[src/rtl/cursor_overlay_pkg.sv]
// Shared text-grid geometry and cursor state type for the VGA text overlay path.
package vga_text_pkg;

  localparam int COLS        = 80;
  localparam int ROWS        = 60;
  localparam int CELL_W      = 8;
  localparam int CELL_H      = 8;
  localparam int CELL_W_LOG2 = $clog2(CELL_W);
  localparam int CELL_H_LOG2 = $clog2(CELL_H);

  typedef struct packed {
    logic       en;
    logic [7:0] row;
    logic [7:0] col;
  } cursor_state_t;

endpackage

[src/rtl/cursor_overlay_if.sv]
// Cursor register / scan position inputs and overlay outputs of the text cursor overlay.
interface cursor_overlay_if #(
  parameter int XW = 10,
  parameter int YW = 10
);

  logic          c_en_i;
  logic [7:0]    c_row_i;
  logic [7:0]    c_col_i;
  logic          frame_start_i;
  logic          video_on_i;
  logic [XW-1:0] pix_x_i;
  logic [YW-1:0] pix_y_i;
  logic          cursor_on_o;
  logic          blink_phase_o;

  modport master (
    output c_en_i, c_row_i, c_col_i, frame_start_i, video_on_i, pix_x_i, pix_y_i,
    input  cursor_on_o, blink_phase_o
  );

  modport slave (
    input  c_en_i, c_row_i, c_col_i, frame_start_i, video_on_i, pix_x_i, pix_y_i,
    output cursor_on_o, blink_phase_o
  );

endinterface

[src/rtl/cursor_overlay_blink_timer.sv]
// Frame-counting blink timer: phase toggles every BLINK_FRAMES ticks, restart forces visible.
module cursor_blink_timer #(
  parameter int BLINK_FRAMES = 30
) (
  input  logic clk_i,
  input  logic reset_n_i,
  input  logic tick_i,
  input  logic restart_i,
  output logic phase_o
);

  localparam int CW = (BLINK_FRAMES > 1) ? $clog2(BLINK_FRAMES) : 1;
  localparam logic [CW-1:0] LAST = CW'(BLINK_FRAMES - 1);

  logic [CW-1:0] cnt_q, cnt_d;
  logic          phase_q, phase_d;

  always_comb begin
    cnt_d   = cnt_q;
    phase_d = phase_q;
    if (restart_i) begin
      cnt_d   = '0;
      phase_d = 1'b1;
    end else if (tick_i) begin
      if (cnt_q == LAST) begin
        cnt_d   = '0;
        phase_d = ~phase_q;
      end else begin
        cnt_d = cnt_q + 1'b1;
      end
    end
  end

  always_ff @(posedge clk_i or negedge reset_n_i) begin
    if (!reset_n_i) begin
      cnt_q   <= '0;
      phase_q <= 1'b1;
    end else begin
      cnt_q   <= cnt_d;
      phase_q <= phase_d;
    end
  end

  assign phase_o = phase_q;

endmodule

[src/rtl/cursor_overlay.sv]
// Underline cursor overlay for the 80x60 text grid with frame-synchronous shadowing.
// Optional blinking is compiled in with CURSOR_BLINK_EN; otherwise the cursor is steady.
module cursor_overlay
  import vga_text_pkg::*;
#(
  parameter int UL_LINES     = 2,
  parameter int BLINK_FRAMES = 30,
  parameter int XW           = 10,
  parameter int YW           = 10
) (
  input logic             clk_i,
  input logic             reset_n_i,
  cursor_overlay_if.slave bus
);

  localparam logic [CELL_H_LOG2-1:0] UL_FIRST = CELL_H_LOG2'(CELL_H - UL_LINES);

  if (BLINK_FRAMES < 1) begin : g_bad_blink
    $error("cursor_overlay: BLINK_FRAMES must be >= 1");
  end

  cursor_state_t          shadow_q, shadow_d;
  logic                   in_range;
  logic                   phase;
  logic                   hit;
  logic                   cursor_on_q;
  logic [XW-1:0]          cx;
  logic [YW-1:0]          cy;
  logic [CELL_H_LOG2-1:0] line;

  // Out-of-range positions are still captured so a later in-range write is seen as a move.
  assign in_range = (bus.c_row_i < 8'(ROWS)) && (bus.c_col_i < 8'(COLS));

  always_comb begin
    shadow_d.en  = bus.c_en_i & in_range;
    shadow_d.row = bus.c_row_i;
    shadow_d.col = bus.c_col_i;
  end

  always_ff @(posedge clk_i or negedge reset_n_i) begin
    if (!reset_n_i) begin
      shadow_q <= '0;
    end else if (bus.frame_start_i) begin
      shadow_q <= shadow_d;
    end
  end

`ifdef CURSOR_BLINK_EN
  logic restart;

  assign restart = bus.frame_start_i &
                   ((shadow_d.row != shadow_q.row) |
                    (shadow_d.col != shadow_q.col) |
                    (shadow_d.en & ~shadow_q.en));

  cursor_blink_timer #(
    .BLINK_FRAMES (BLINK_FRAMES)
  ) u_blink (
    .clk_i     (clk_i),
    .reset_n_i (reset_n_i),
    .tick_i    (bus.frame_start_i),
    .restart_i (restart),
    .phase_o   (phase)
  );
`else
  assign phase = 1'b1;
`endif

  // Compared at full scan width; x < 640 keeps cx within the 8-bit column range.
  assign cx   = bus.pix_x_i >> CELL_W_LOG2;
  assign cy   = bus.pix_y_i >> CELL_H_LOG2;
  assign line = bus.pix_y_i[CELL_H_LOG2-1:0];

  assign hit = bus.video_on_i & shadow_q.en & phase &
               (cx == XW'(shadow_q.col)) &
               (cy == YW'(shadow_q.row)) &
               (line >= UL_FIRST);

  always_ff @(posedge clk_i or negedge reset_n_i) begin
    if (!reset_n_i) begin
      cursor_on_q <= 1'b0;
    end else begin
      cursor_on_q <= hit;
    end
  end

  assign bus.cursor_on_o   = cursor_on_q;
  assign bus.blink_phase_o = phase;

endmodule

[src/flat_wrapper.sv]
// flat-port wrapper written by rule: the top's interface ports become plain ports
module cursor_overlay_flat import vga_text_pkg::*;
#(
  parameter int UL_LINES     = 2,
  parameter int BLINK_FRAMES = 30,
  parameter int XW           = 10,
  parameter int YW           = 10
)
  (clk_i, reset_n_i, bus_c_en_i, bus_c_row_i, bus_c_col_i, bus_frame_start_i, bus_video_on_i, bus_pix_x_i, bus_pix_y_i, bus_cursor_on_o, bus_blink_phase_o);
  cursor_overlay_if #(.XW(XW), .YW(YW)) bus_i ();
  input logic clk_i;
  input logic reset_n_i;
  input wire logic [$bits(bus_i.c_en_i)-1:0] bus_c_en_i;
  input wire logic [$bits(bus_i.c_row_i)-1:0] bus_c_row_i;
  input wire logic [$bits(bus_i.c_col_i)-1:0] bus_c_col_i;
  input wire logic [$bits(bus_i.frame_start_i)-1:0] bus_frame_start_i;
  input wire logic [$bits(bus_i.video_on_i)-1:0] bus_video_on_i;
  input wire logic [$bits(bus_i.pix_x_i)-1:0] bus_pix_x_i;
  input wire logic [$bits(bus_i.pix_y_i)-1:0] bus_pix_y_i;
  output wire logic [$bits(bus_i.cursor_on_o)-1:0] bus_cursor_on_o;
  output wire logic [$bits(bus_i.blink_phase_o)-1:0] bus_blink_phase_o;
  assign bus_i.c_en_i = bus_c_en_i;
  assign bus_i.c_row_i = bus_c_row_i;
  assign bus_i.c_col_i = bus_c_col_i;
  assign bus_i.frame_start_i = bus_frame_start_i;
  assign bus_i.video_on_i = bus_video_on_i;
  assign bus_i.pix_x_i = bus_pix_x_i;
  assign bus_i.pix_y_i = bus_pix_y_i;
  assign bus_cursor_on_o = bus_i.cursor_on_o;
  assign bus_blink_phase_o = bus_i.blink_phase_o;
  cursor_overlay #(.UL_LINES(UL_LINES), .BLINK_FRAMES(BLINK_FRAMES), .XW(XW), .YW(YW)) u_core (.clk_i(clk_i), .reset_n_i(reset_n_i), .bus(bus_i));
endmodule
[config.mk]
export PLATFORM = sky130hd
export DESIGN_NAME = cursor_overlay_flat
export DESIGN_NICKNAME = d
export VERILOG_FILES = /design/src/rtl/cursor_overlay_pkg.sv /design/src/rtl/cursor_overlay_if.sv /design/src/rtl/cursor_overlay_blink_timer.sv /design/src/rtl/cursor_overlay.sv /design/src/flat_wrapper.sv
export SDC_FILE = /design/constraint.sdc
export NUM_CORES = 1
export LEC_CHECK = 0
export ABC_AREA = 1
export BUFFER_PORTS_ARGS = -buffer_cell sky130_fd_sc_hd__buf_4
export CORE_ASPECT_RATIO = 0.7
export CORE_UTILIZATION = 46
export CTS_BUF_LIST = sky130_fd_sc_hd__clkbuf_4 sky130_fd_sc_hd__clkbuf_8 sky130_fd_sc_hd__clkbuf_16
export DETAILED_ROUTE_END_ITERATION = 7
export PLACE_DENSITY_LB_ADDON = 0.15
export SLEW_MARGIN = 40
export SYNTH_ARGS = -nofsm -noshare
export SYNTH_HDL_FRONTEND = slang
export SYNTH_HIERARCHICAL = 1
export SYNTH_SLANG_ARGS = --single-unit
[constraint.sdc]
create_clock -name clk_i -period 0.9 [get_ports clk_i]
set_input_delay 0.18 -clock clk_i [delete_from_list [all_inputs] [get_ports clk_i]]
set_output_delay 0.18 -clock clk_i [all_outputs]
set_load 0.1 [all_outputs]
# Word-level counts from Yosys, hierarchy flattened
# Index checks and enable logic that the tools add are counted.
# totals
register_bits,18
inputBits,41
# op_classes
magnitude_cmp,3
n_eq_ne,2
bitwise,5
n_reduce_logical,1
# ops
op,n
7-bit by 8-bit equality test with 1-bit output,2
8-bit by 6-bit < comparator with 1-bit output (second input constant),1
8-bit by 7-bit < comparator with 1-bit output (second input constant),1
1-bit bitwise AND,5
3-bit greater-or-equal comparator (second input constant),1
1-bit logical AND,1

# Depth between registers and ports, before layout
# Gate-level depths: netlist of the first run.
# depth
ltp_word,4
ltp_mapped,8
depth_no_buf,8

# Worst setup path after synthesis of the first run
# OpenSTA, ideal clock, no wires.
# synth_timing
kind,register to output
start,reg u_core.cursor_on_q (netlist: u_core/bus.cursor_on_o)
end,out bus_cursor_on_o
arrival_ns,0.883
setup_slack_ns,-0.163
path_stages_with_launch,1
n_path_buf,0
path_cell_list,dfrtp_1
# synth_lines
item,line_no,rtl
start: declaration,cursor_overlay.sv:26,logic cursor_on_q;
start signal: assignment,cursor_overlay.sv:83,cursor_on_q <= hit;
end: declaration,flat_wrapper.sv:20,output wire logic [$bits(bus_i.cursor_on_o)-1:0] bus_cursor_on_o;
# No word-level cell between the ends.

# Final worst setup path of the first run
# layout_timing
start,reg u_core.cursor_on_q (netlist: u_core/bus.cursor_on_o)
end,out bus_cursor_on_o
# No word-level cell between the ends.

==> results.md, run 1 <==
* CP max FO at 1
* Max Fclk at 0.935 GHz
* Total track usage at 21.2%
* Post-Route WL at 2.15 mm
* Final nets at 238
* Endpoints failing hold at 0
* Via-per-instance ratio at 4.60
* First-pass GRT wire length at 3.57 mm
* Antenna violations before repair at 0
* Drt drc at 2
* Period utilization at 119%
* IO buf count at 37
* Die height at 41.2 um
* Worst-path clk slew at 0.10 ns
* RSZ-0062 raised after global routing: yes
* Area Growth Syn to Fin at 38.1%
* Share of post-route cells with drive strength above 1 at 29.6%
* Max-slew violations at 0
* Ys flop type: dfrtp_1
* # rows at 13
* CTS tree: done
* GRT overflow at 0
* Most common cell in the netlist: nand2_1
* Iteration-0 DRC Markers at 62
* Power Density at 1290 mW/mm2
* Clk_skew at 0.00230 ns
* IO Pins at 43
* Reg2Reg Depth at 7
* Hold path depth at 3
* Vias in the first global route at 873
* Number of synthesized flops with an enable pin at 0
* Grt met2 use at 37.4%
* CP bufs+invs at 1
* Worst Setup End Kind: output port
* Grt peak-use layer: met2
* Failing checks: design-rule violations, negative setup slack
* Post-Layout Cell Count at 218
* Yosys top cell area share at 44.6%
* Maxcap violations at 0
* Wire length per cell at 9.88 um
* Flops & latches, synth at 18
* Die area at 0.00239 mm2
* Placed insts at 210
* DRT Pass-1 Iters at 6
* Final worst slack at -0.169 ns
* Reg2reg setup slack at -0.04 ns
* Worst EP required at 0.72 ns
* # diodes at 0
* Initial Util at 51.8%
* Syn Inst Count at 153
* Crit-path leading delay family: flip-flops
* Worst-Skew Late Latency at 0.30 ns
* Critical Path Start Type: register
* Clock tree buffer depth at 2
* FILL cells at 167
* Core Footprint at 0.00195 mm2
* Tmin final at 1.07 ns
* CP Depth at 1
* Commonest cells post-synth: nand2_1, inv_1, dfrtp_1
* CP arrival at 0.89 ns
* Clock sinks at 18
* Maximum number of pins on one net before global-route repair at 20
* Final worst hold slack at 0.0849 ns
* Area leader, netlist: dfrtp_1
* Area contributors post-synth: dfrtp_1, nand2_1, inv_1
* Ys Warns at 6
* Seq/Total Area, Yosys at 44.6%
* H-tree level count at 1
* Syn avg cell area at 6.61 um2
* Met3 GRT Util at 6.62%
* Met1 Usage GRT at 26.7%
* Slowest stage delay, CP at 0.42 ns
* Cts bufs inserted at 3
* Yosys cell types at 13
* Final Wtd Congestion at 0.745
* Post-Syn Nets at 194
* Routed vias at 1003
* Root Driver: clkbuf_4
* Worst IR Drop VDD at 0.000901 V
* Crit path kind: reg2out
* Status: finished with violations
* HP Class: in2reg
* Die span in x at 58.0 um
* Syn Std Cell Area at 0.00101 mm2
* Setup violations, final at 2
* Final HPWL DP at 1.69 mm
* Antenna-violating nets left at 0
* Design Power at 1.80 mW
* Fraction of registers with async set/reset at 100%
* CP max stage cell: dfrtp_2
* Cell Chain, Critical Path: buf_8
* Leak at 0.821 nW
-- state kept, by name, indices dropped and copies added, names as in the netlist --
signal                  cells
u_core/bus.cursor_on_o      1
u_core/shadow_q            17
-- per-stage QoR --
step	setup WS (ns)	util (%)	cell area, um2	setup TNS [ns]
floorplan	0.0542	-	1010	0
finish	-0.169	71.5	1400	-0.204
global placement	-0.00563	67.2	1310	-0.00563
detailed placement	-0.0314	67.2	1310	-0.0314
global route	-0.206	71.5	1400	-0.318
CTS	-0.182	69.8	1360	-0.222
-- per-layer routing --
metal / part of all wire, % / wire (um)
met1: 46 / 980
met3: 6.2 / 134
met2: 48 / 1030
met4: 0.46 / 10
met5: 0 / 0
-- worst register-to-register path: cells and delay by family (launching register included) --
| family | cells | cell delay (ns) |
|---|---|---|
| buffers and inverters | 1 | 0.07 |
| and+or+nand+nor | 6 | 0.42 |
| DFF | 1 | 0.38 |
-- worst paths after layout --
check	startpoint	to
setup / recovery	u_core/bus.cursor_on_o	bus_cursor_on_o
hold / removal	bus_c_row_i[1]	u_core/shadow_q[9]
setup reg to reg	u_core/shadow_q[7]	u_core/bus.cursor_on_o
hold reg to reg	u_core/shadow_q[4]	u_core/shadow_q[4]
max in group asynchronous	reset_n_i	u_core/bus.cursor_on_o
min in group asynchronous	reset_n_i	u_core/shadow_q[8]
-- kinds of logic after synthesis --
group                     after synthesis  synth area share [%]
AOI/OAI and AO/OA                      16                  7.92
other                                   1                 0.371
xor gates and xnor gates                2                  1.73
buffers and inverters                  37                  15.6
and+or+nand+nor                        79                  29.8
DFF                                    18                  44.6
-- repair_timing --
action,4_1_cts,5_1_grt
hold buffers,1,0
hold endpoints to repair,18,0
setup buffers,1,2
pin swaps,7,9
resized for setup,2,11
endpoints found under the setup margin,2,2
-- final cells by class --
class,count,area (um2),share of cell area [%]
clock buffer,4,30.0,2.15
inverter,33,124,8.87
multi-input combinational,98,418,29.9
sequential,18,452,32.3
tap,22,27.5,1.97
timing repair buffer,43,345,24.7
-- power by group --
part / internal (mW) / switching, mW
logic: 0.219 / 0.224
clock network: 0.203 / 0.251
registers: 0.873 / 0.0342
-- layout by cell type, fill, tap and decap left out --
cell	n
buf_12	1
nor2_1	7
nand4_1	1
o21ai_1	4
a21oi_1	1
o21ai_0	11
inv_2	5
nand2_2	3
xnor2_1	2
dlygate4sd3_1	1
nand3_1	2
buf_4	40
clkbuf_4	4
dfrtp_1	17
nor2_2	3
inv_1	28
dfrtp_2	1
conb_1	1
nand2_1	63
buf_8	1
No activity file was read; power rests on OpenSTA's default activity.
==> inputs of run 2 (changes only) <==
--- a/config.mk
+++ b/config.mk
@@ -9,7 +9,6 @@
 export BUFFER_PORTS_ARGS = -buffer_cell sky130_fd_sc_hd__buf_4
 export CORE_ASPECT_RATIO = 0.7
 export CORE_UTILIZATION = 46
-export CTS_BUF_LIST = sky130_fd_sc_hd__clkbuf_4 sky130_fd_sc_hd__clkbuf_8 sky130_fd_sc_hd__clkbuf_16
 export DETAILED_ROUTE_END_ITERATION = 7
 export PLACE_DENSITY_LB_ADDON = 0.15
 export SLEW_MARGIN = 40
==> results.md, run 2 (synthesized netlist as in run 1, its figures left out) <==
* Area Growth Syn to Fin at 37.7%
* Worst-path clk slew at 0.10 ns (about the same)
* H-tree level count at 1 (unchanged)
* Via-per-instance ratio at 4.58 (-0.40%)
* CP bufs+invs at 1 (unchanged)
* Most flops, register: u_core/shadow_q
* Power Density at 1270 mW/mm2 (-1.3%)
* Final nets at 238 (unchanged)
* Critical Path Start Type: register
* Worst-Skew Late Latency at 0.30 ns (about the same)
* Reg2Reg Depth at 7 (unchanged)
* CP max stage cell: dfrtp_2
* Maximum number of pins on one net before global-route repair at 20 (unchanged)
* Die span in x at 58.0 um (unchanged)
* Crit-path leading delay family: flip-flops
* Worst Setup SP: u_core/bus.cursor_on_o
* Max-slew violations at 0 (unchanged)
* Design Power at 1.78 mW (-1.6%)
* Routed vias at 999 (-0.40%)
* CP arrival at 0.89 ns (about the same)
* Worst Setup End Kind: output port
* Worst EP required at 0.72 ns (about the same)
* Die area at 0.00239 mm2 (unchanged)
* Worst Hold Path EP: u_core/shadow_q[9]
* Worst IR Drop VDD at 0.000890 V (-1.2%)
* HP Class: in2reg
* First-pass GRT wire length at 3.58 mm (+0.20%)
* Endpoints failing hold at 0 (unchanged)
* Root Driver: clkbuf_4
* Hold path depth at 3 (unchanged)
* Iteration-0 DRC Markers at 74 (+19%)
* Final Wtd Congestion at 0.745 (unchanged)
* Die height at 41.2 um (unchanged)
* Antenna-violating nets left at 0 (unchanged)
* IO buf count at 37 (unchanged)
* Initial Util at 51.8% (unchanged)
* Cell Chain, Critical Path: buf_8
* IO Pins at 43 (unchanged)
* Slowest stage delay, CP at 0.42 ns (about the same)
* Reg2reg setup slack at -0.03 ns (about the same)
* Hold path start: bus_c_row_i[1]
* GRT overflow at 0 (unchanged)
* Leak at 0.817 nW (-0.42%)
* CTS tree: done
* RSZ-0062 raised after global routing: yes
* Final HPWL DP at 1.69 mm (unchanged)
* Clock sinks at 18 (unchanged)
* Antenna violations before repair at 0 (unchanged)
* Wire length per cell at 9.86 um (-0.14%)
* Post-Route WL at 2.15 mm (-0.14%)
* Largest register FFs at 17 (unchanged)
* Leading cell type in the layout, fill and taps excluded: nand2_1
* DRT Pass-1 Iters at 6 (unchanged)
* Cts bufs inserted at 3 (unchanged)
* Status: finished with violations
* Total track usage at 21.2% (unchanged)
* Commonest cells after routing, fill and taps aside: nand2_1, buf_4, inv_1
* RR Startpoint: u_core/shadow_q[12]
* Clock tree buffer depth at 2 (unchanged)
* Period utilization at 119% (+0.21 points)
* Core Footprint at 0.00195 mm2 (unchanged)
* Maxcap violations at 0 (unchanged)
* Clk_skew at 0.00318 ns (+0.000879 ns)
* Crit path kind: reg2out
* Vias in the first global route at 874 (+0.11%)
* Reg2Reg Capture Point: u_core/bus.cursor_on_o
* Area post-placement at 0.00131 mm2 (unchanged)
* Setup violations, final at 2 (unchanged)
* Tmin final at 1.07 ns (+0.00192 ns)
* Max Fclk at 0.934 GHz (-0.18%)
* Final worst slack at -0.171 ns (-0.00192 ns)
* Failing checks: design-rule violations, negative setup slack
* CP max FO at 1 (unchanged)
* # diodes at 0 (unchanged)
* Share of post-route cells with drive strength above 1 at 29.1% (-0.51 points)
* Drt drc at 2 (unchanged)
* Final instance area at 0.00139 mm2 (-0.27%)
* # rows at 13 (unchanged)
==> run 2: changes by cell type in the layout (fill, tap and decap cells not counted) <==
cell | previous run | this run
clkbuf_1 | 0 | 1
clkbuf_4 | 4 | 3
==> run 2: how the worst max path moves through the flow <==
stage	to	slack (ns)	cells after the start
2_1_floorplan	u_core/bus.cursor_on_o	0.05	7
3_3_place_gp	u_core/bus.cursor_on_o	-0.006	5
3_5_place_dp	u_core/bus.cursor_on_o	-0.03	7
4_1_cts	bus_cursor_on_o	-0.18	1
5_1_grt	bus_cursor_on_o	-0.21	1
6_report	bus_cursor_on_o	-0.17	1
==> run 2: timing repair <==
| item | 4_1_cts | 5_1_grt |
|---|---|---|
| pin swaps | 7 | 9 |
| resized for setup | 2 | 11 |
| endpoints found under the setup margin | 2 | 2 |
| buffers inserted | 1 | 2 |
| endpoints found under the hold margin | 18 | 0 |
| hold buffers | 1 | 0 |
==> run 2: cell type report <==
class                      count  area [um2]
timing repair buffer          43         345
fill                         166         559
multi-input combinational     98         418
clock buffer                   4        26.3
tap                           22        27.5
sequential                    18         452
inverter                      33         124
==> run 2: per-stage QoR <==
stage | utilization [%] | setup TNS (ns) | setup WS, ns | hold WS, ns | instances
2_1_floorplan | - | 0 | 0.0542 | -0.116 | 153
3_3_place_gp | 67.2 | -0.00563 | -0.00563 | 0.0644 | 210
3_5_place_dp | 67.2 | -0.0314 | -0.0314 | 0.0632 | 210
4_1_cts | 69.6 | -0.222 | -0.180 | 0.0807 | 216
5_1_grt | 71.3 | -0.316 | -0.205 | 0.0779 | 218
6_report | 71.3 | -0.196 | -0.171 | 0.0832 | 218
==> run 2: worst register-to-register path, stage by stage, from the launching register on <==
cell and delay, ns:
dfrtp_1 0.39, nand2_1 0.08, nand2_1 0.06, inv_1 0.06, nand2_2 0.05, nor2_2 0.11
nand2_1 0.05, nor2_1 0.07
==> run 2: report_power, final <==
part,switching (mW),internal [mW],total [mW]
Sequential,0.0343,0.873,0.908
Combinational,0.223,0.219,0.442
Clock,0.253,0.173,0.426
==> run 2: metal layers <==
metal	part of all wire, %	global-route usage [%]	up-vias	wire length, um
met2	47	37.4	26	1020
li1	-	-	527	-
met1	46	26.7	443	988
met5	0	0	-	0
met4	0.47	3.57	0	10
met3	6.1	6.62	3	132
==> inputs of run 3 (changes only) <==
--- a/config.mk
+++ b/config.mk
@@ -8,7 +8,7 @@
 export ABC_AREA = 1
 export BUFFER_PORTS_ARGS = -buffer_cell sky130_fd_sc_hd__buf_4
 export CORE_ASPECT_RATIO = 0.7
-export CORE_UTILIZATION = 46
+export CORE_UTILIZATION = 40
 export DETAILED_ROUTE_END_ITERATION = 7
 export PLACE_DENSITY_LB_ADDON = 0.15
 export SLEW_MARGIN = 40
==> results.md, run 3 (synthesized netlist as in run 1, its figures left out) <==
* Status: finished with violations
* Failing checks: negative setup slack
* Final HPWL DP at 1.70 mm (+0.69%)
* Antenna violations before repair at 0 (unchanged)
* HP Class: in2reg
* Drt drc at 0 (-2)
* Multi-input gate area at 418 um2 (unchanged)
* Maximum number of pins on one net before global-route repair at 23 (+15%)
* Max Fclk at 0.939 GHz (+0.57%)
* Final instance area at 0.00142 mm2 (+1.8%)
* Tmin final at 1.06 ns (-0.00611 ns)
* Die height at 44.1 um (+6.9%)
* Leading cell type in the layout, fill and taps excluded: nand2_1
* Slowest stage delay, CP at 0.43 ns (about the same)
* CP max stage cell: dfrtp_2
* RSZ-0062 raised after global routing: yes
* CP max FO at 1 (unchanged)
* DRT Pass-1 Iters at 4 (-2)
* Vias in the first global route at 880 (+0.69%)
* Worst-Skew Late Latency at 0.29 ns (about the same)
* Iteration-0 DRC Markers at 50 (-32%)
* CTS tree: done
* Area Growth Syn to Fin at 40.2%
* Crit-path leading delay family: flip-flops
* Leak at 0.826 nW (+1.1%)
* Commonest cells after routing, fill and taps aside: nand2_1, buf_4, inv_1
* # diodes at 0 (unchanged)
* First-pass GRT wire length at 3.53 mm (-1.4%)
* Cts bufs inserted at 3 (unchanged)
* Place WS at -0.0289 ns (+0.00244 ns)
* Final nets at 239 (+0.42%)
* Largest register FFs at 17 (unchanged)
* Period utilization at 118% (-0.68 points)
* H-tree level count at 1 (unchanged)
* Root Driver: clkbuf_4
* Final worst slack at -0.165 ns (+0.00611 ns)
* Crit path kind: reg2out
* Most flops, register: u_core/shadow_q
* Worst-path clk slew at 0.10 ns (about the same)
* Clock tree buffer depth at 2 (unchanged)
* Cell Chain, Critical Path: buf_12
* Area post-placement at 0.00135 mm2 (+2.7%)
* Initial Util at 44.7% (-7.1 points)
* Routed vias at 971 (-2.8%)
* Final Wtd Congestion at 0.769 (+3.3%)
* IO buf count at 37 (unchanged)
* Area occupied by registers at 452 um2 (unchanged)
* Maxcap violations at 0 (unchanged)
* Post-Route WL at 2.21 mm (+2.8%)
* Setup violations, final at 2 (unchanged)
* Max-slew violations at 0 (unchanged)
* Total track usage at 18.3% (-2.9 points)
* Critical Path Start Type: register
* Wire length per cell at 9.66 um (-2.1%)
* Post-Route Setup TNS at -0.232 ns (-0.0353 ns)
* # rows at 14 (+1)
* Endpoints failing hold at 0 (unchanged)
* Die span in x at 62.1 um (+7.0%)
* Clock sinks at 18 (unchanged)
* Share of post-route cells with drive strength above 1 at 26.9% (-2.2 points)
* Via-per-instance ratio at 4.24 (-7.5%)
* Antenna-violating nets left at 0 (unchanged)
* Clk_skew at 0.00103 ns (-0.00215 ns)
* Worst Setup End Kind: output port
* Power Density at 1240 mW/mm2 (-2.7%)
* CP bufs+invs at 1 (unchanged)
* GRT overflow at 0 (unchanged)
* FILL cells at 208 (+25%)
* Worst EP required at 0.72 ns (about the same)
* Core Footprint at 0.00226 mm2 (+16%)
* IO Pins at 43 (unchanged)
* Die area at 0.00274 mm2 (+14%)
* CP arrival at 0.88 ns (about the same)
* Worst IR Drop VDD at 0.000883 V (-0.70%)
## run 3: cell types whose count changed in the layout (fill, tap and decap cells not counted)
cell,change
inv_1,+3
inv_2,-3
nand2_1,+2
nand2_2,-2
buf_12,+1
buf_4,+1
buf_8,-1
nor2_2,-1
nor2_4,+1
## run 3: final timing paths
kind                                         from                     end  slack (ns)  cells after the start
max                        u_core/bus.cursor_on_o         bus_cursor_on_o       -0.16                      1
max reg2reg                    u_core/shadow_q[4]  u_core/bus.cursor_on_o       -0.07                      5
min                                bus_c_col_i[2]      u_core/shadow_q[2]        0.09                      3
min reg2reg                   u_core/shadow_q[16]     u_core/shadow_q[16]        0.51                      2
max in group asynchronous               reset_n_i  u_core/bus.cursor_on_o        0.41                      2
min in group asynchronous               reset_n_i      u_core/shadow_q[8]        0.28                      2
## run 3: layer usage
metal,up-vias,wire length (um),GRT usage (%)
li1,528,-,-
met1,418,1050,23.4
met2,23,1030,30.9
met3,2,124,6.14
met4,0,13,2.67
met5,-,0,0
## run 3: timing repair
action                                  CTS  global route
hold buffers                              1             0
gates resized for setup                   2             8
pin swaps                                 4            11
endpoints found under the setup margin    2             2
endpoints found under the hold margin    18             0
setup buffers                             1             0
## run 3: worst min-delay path: cells and delay by family
kind                   cells  cell delay, ns
and+or+nand+nor            1            0.04
AOI/OAI and AO/OA          1            0.06
buffers and inverters      1            0.07
## run 3: through the flow
stage	instances	util, %	power (mW)	hold slack, ns
final	229	62.7	1.76	0.0927
after global placement	223	59.6	1.33	0.0679
after global routing	229	62.7	1.89	0.0862
after floorplan	153	-	1.13	-0.116
after detailed placement	223	59.6	1.34	0.0631
after CTS	229	61.7	1.77	0.0882
## run 3: area by class of cell
type | count | share of cell area [%]
multi-input combinational | 98 | 29.5
clock buffer | 4 | 1.85
tap | 32 | 2.82
inverter | 33 | 8.74
sequential | 18 | 31.9
timing repair buffer | 44 | 25.2
## run 3: where the power goes
| part | internal (mW) | switching, mW |
|---|---|---|
| clock network | 0.172 | 0.238 |
| logic | 0.221 | 0.221 |
| registers | 0.873 | 0.0330 |
| total | 1.27 | 0.492 |
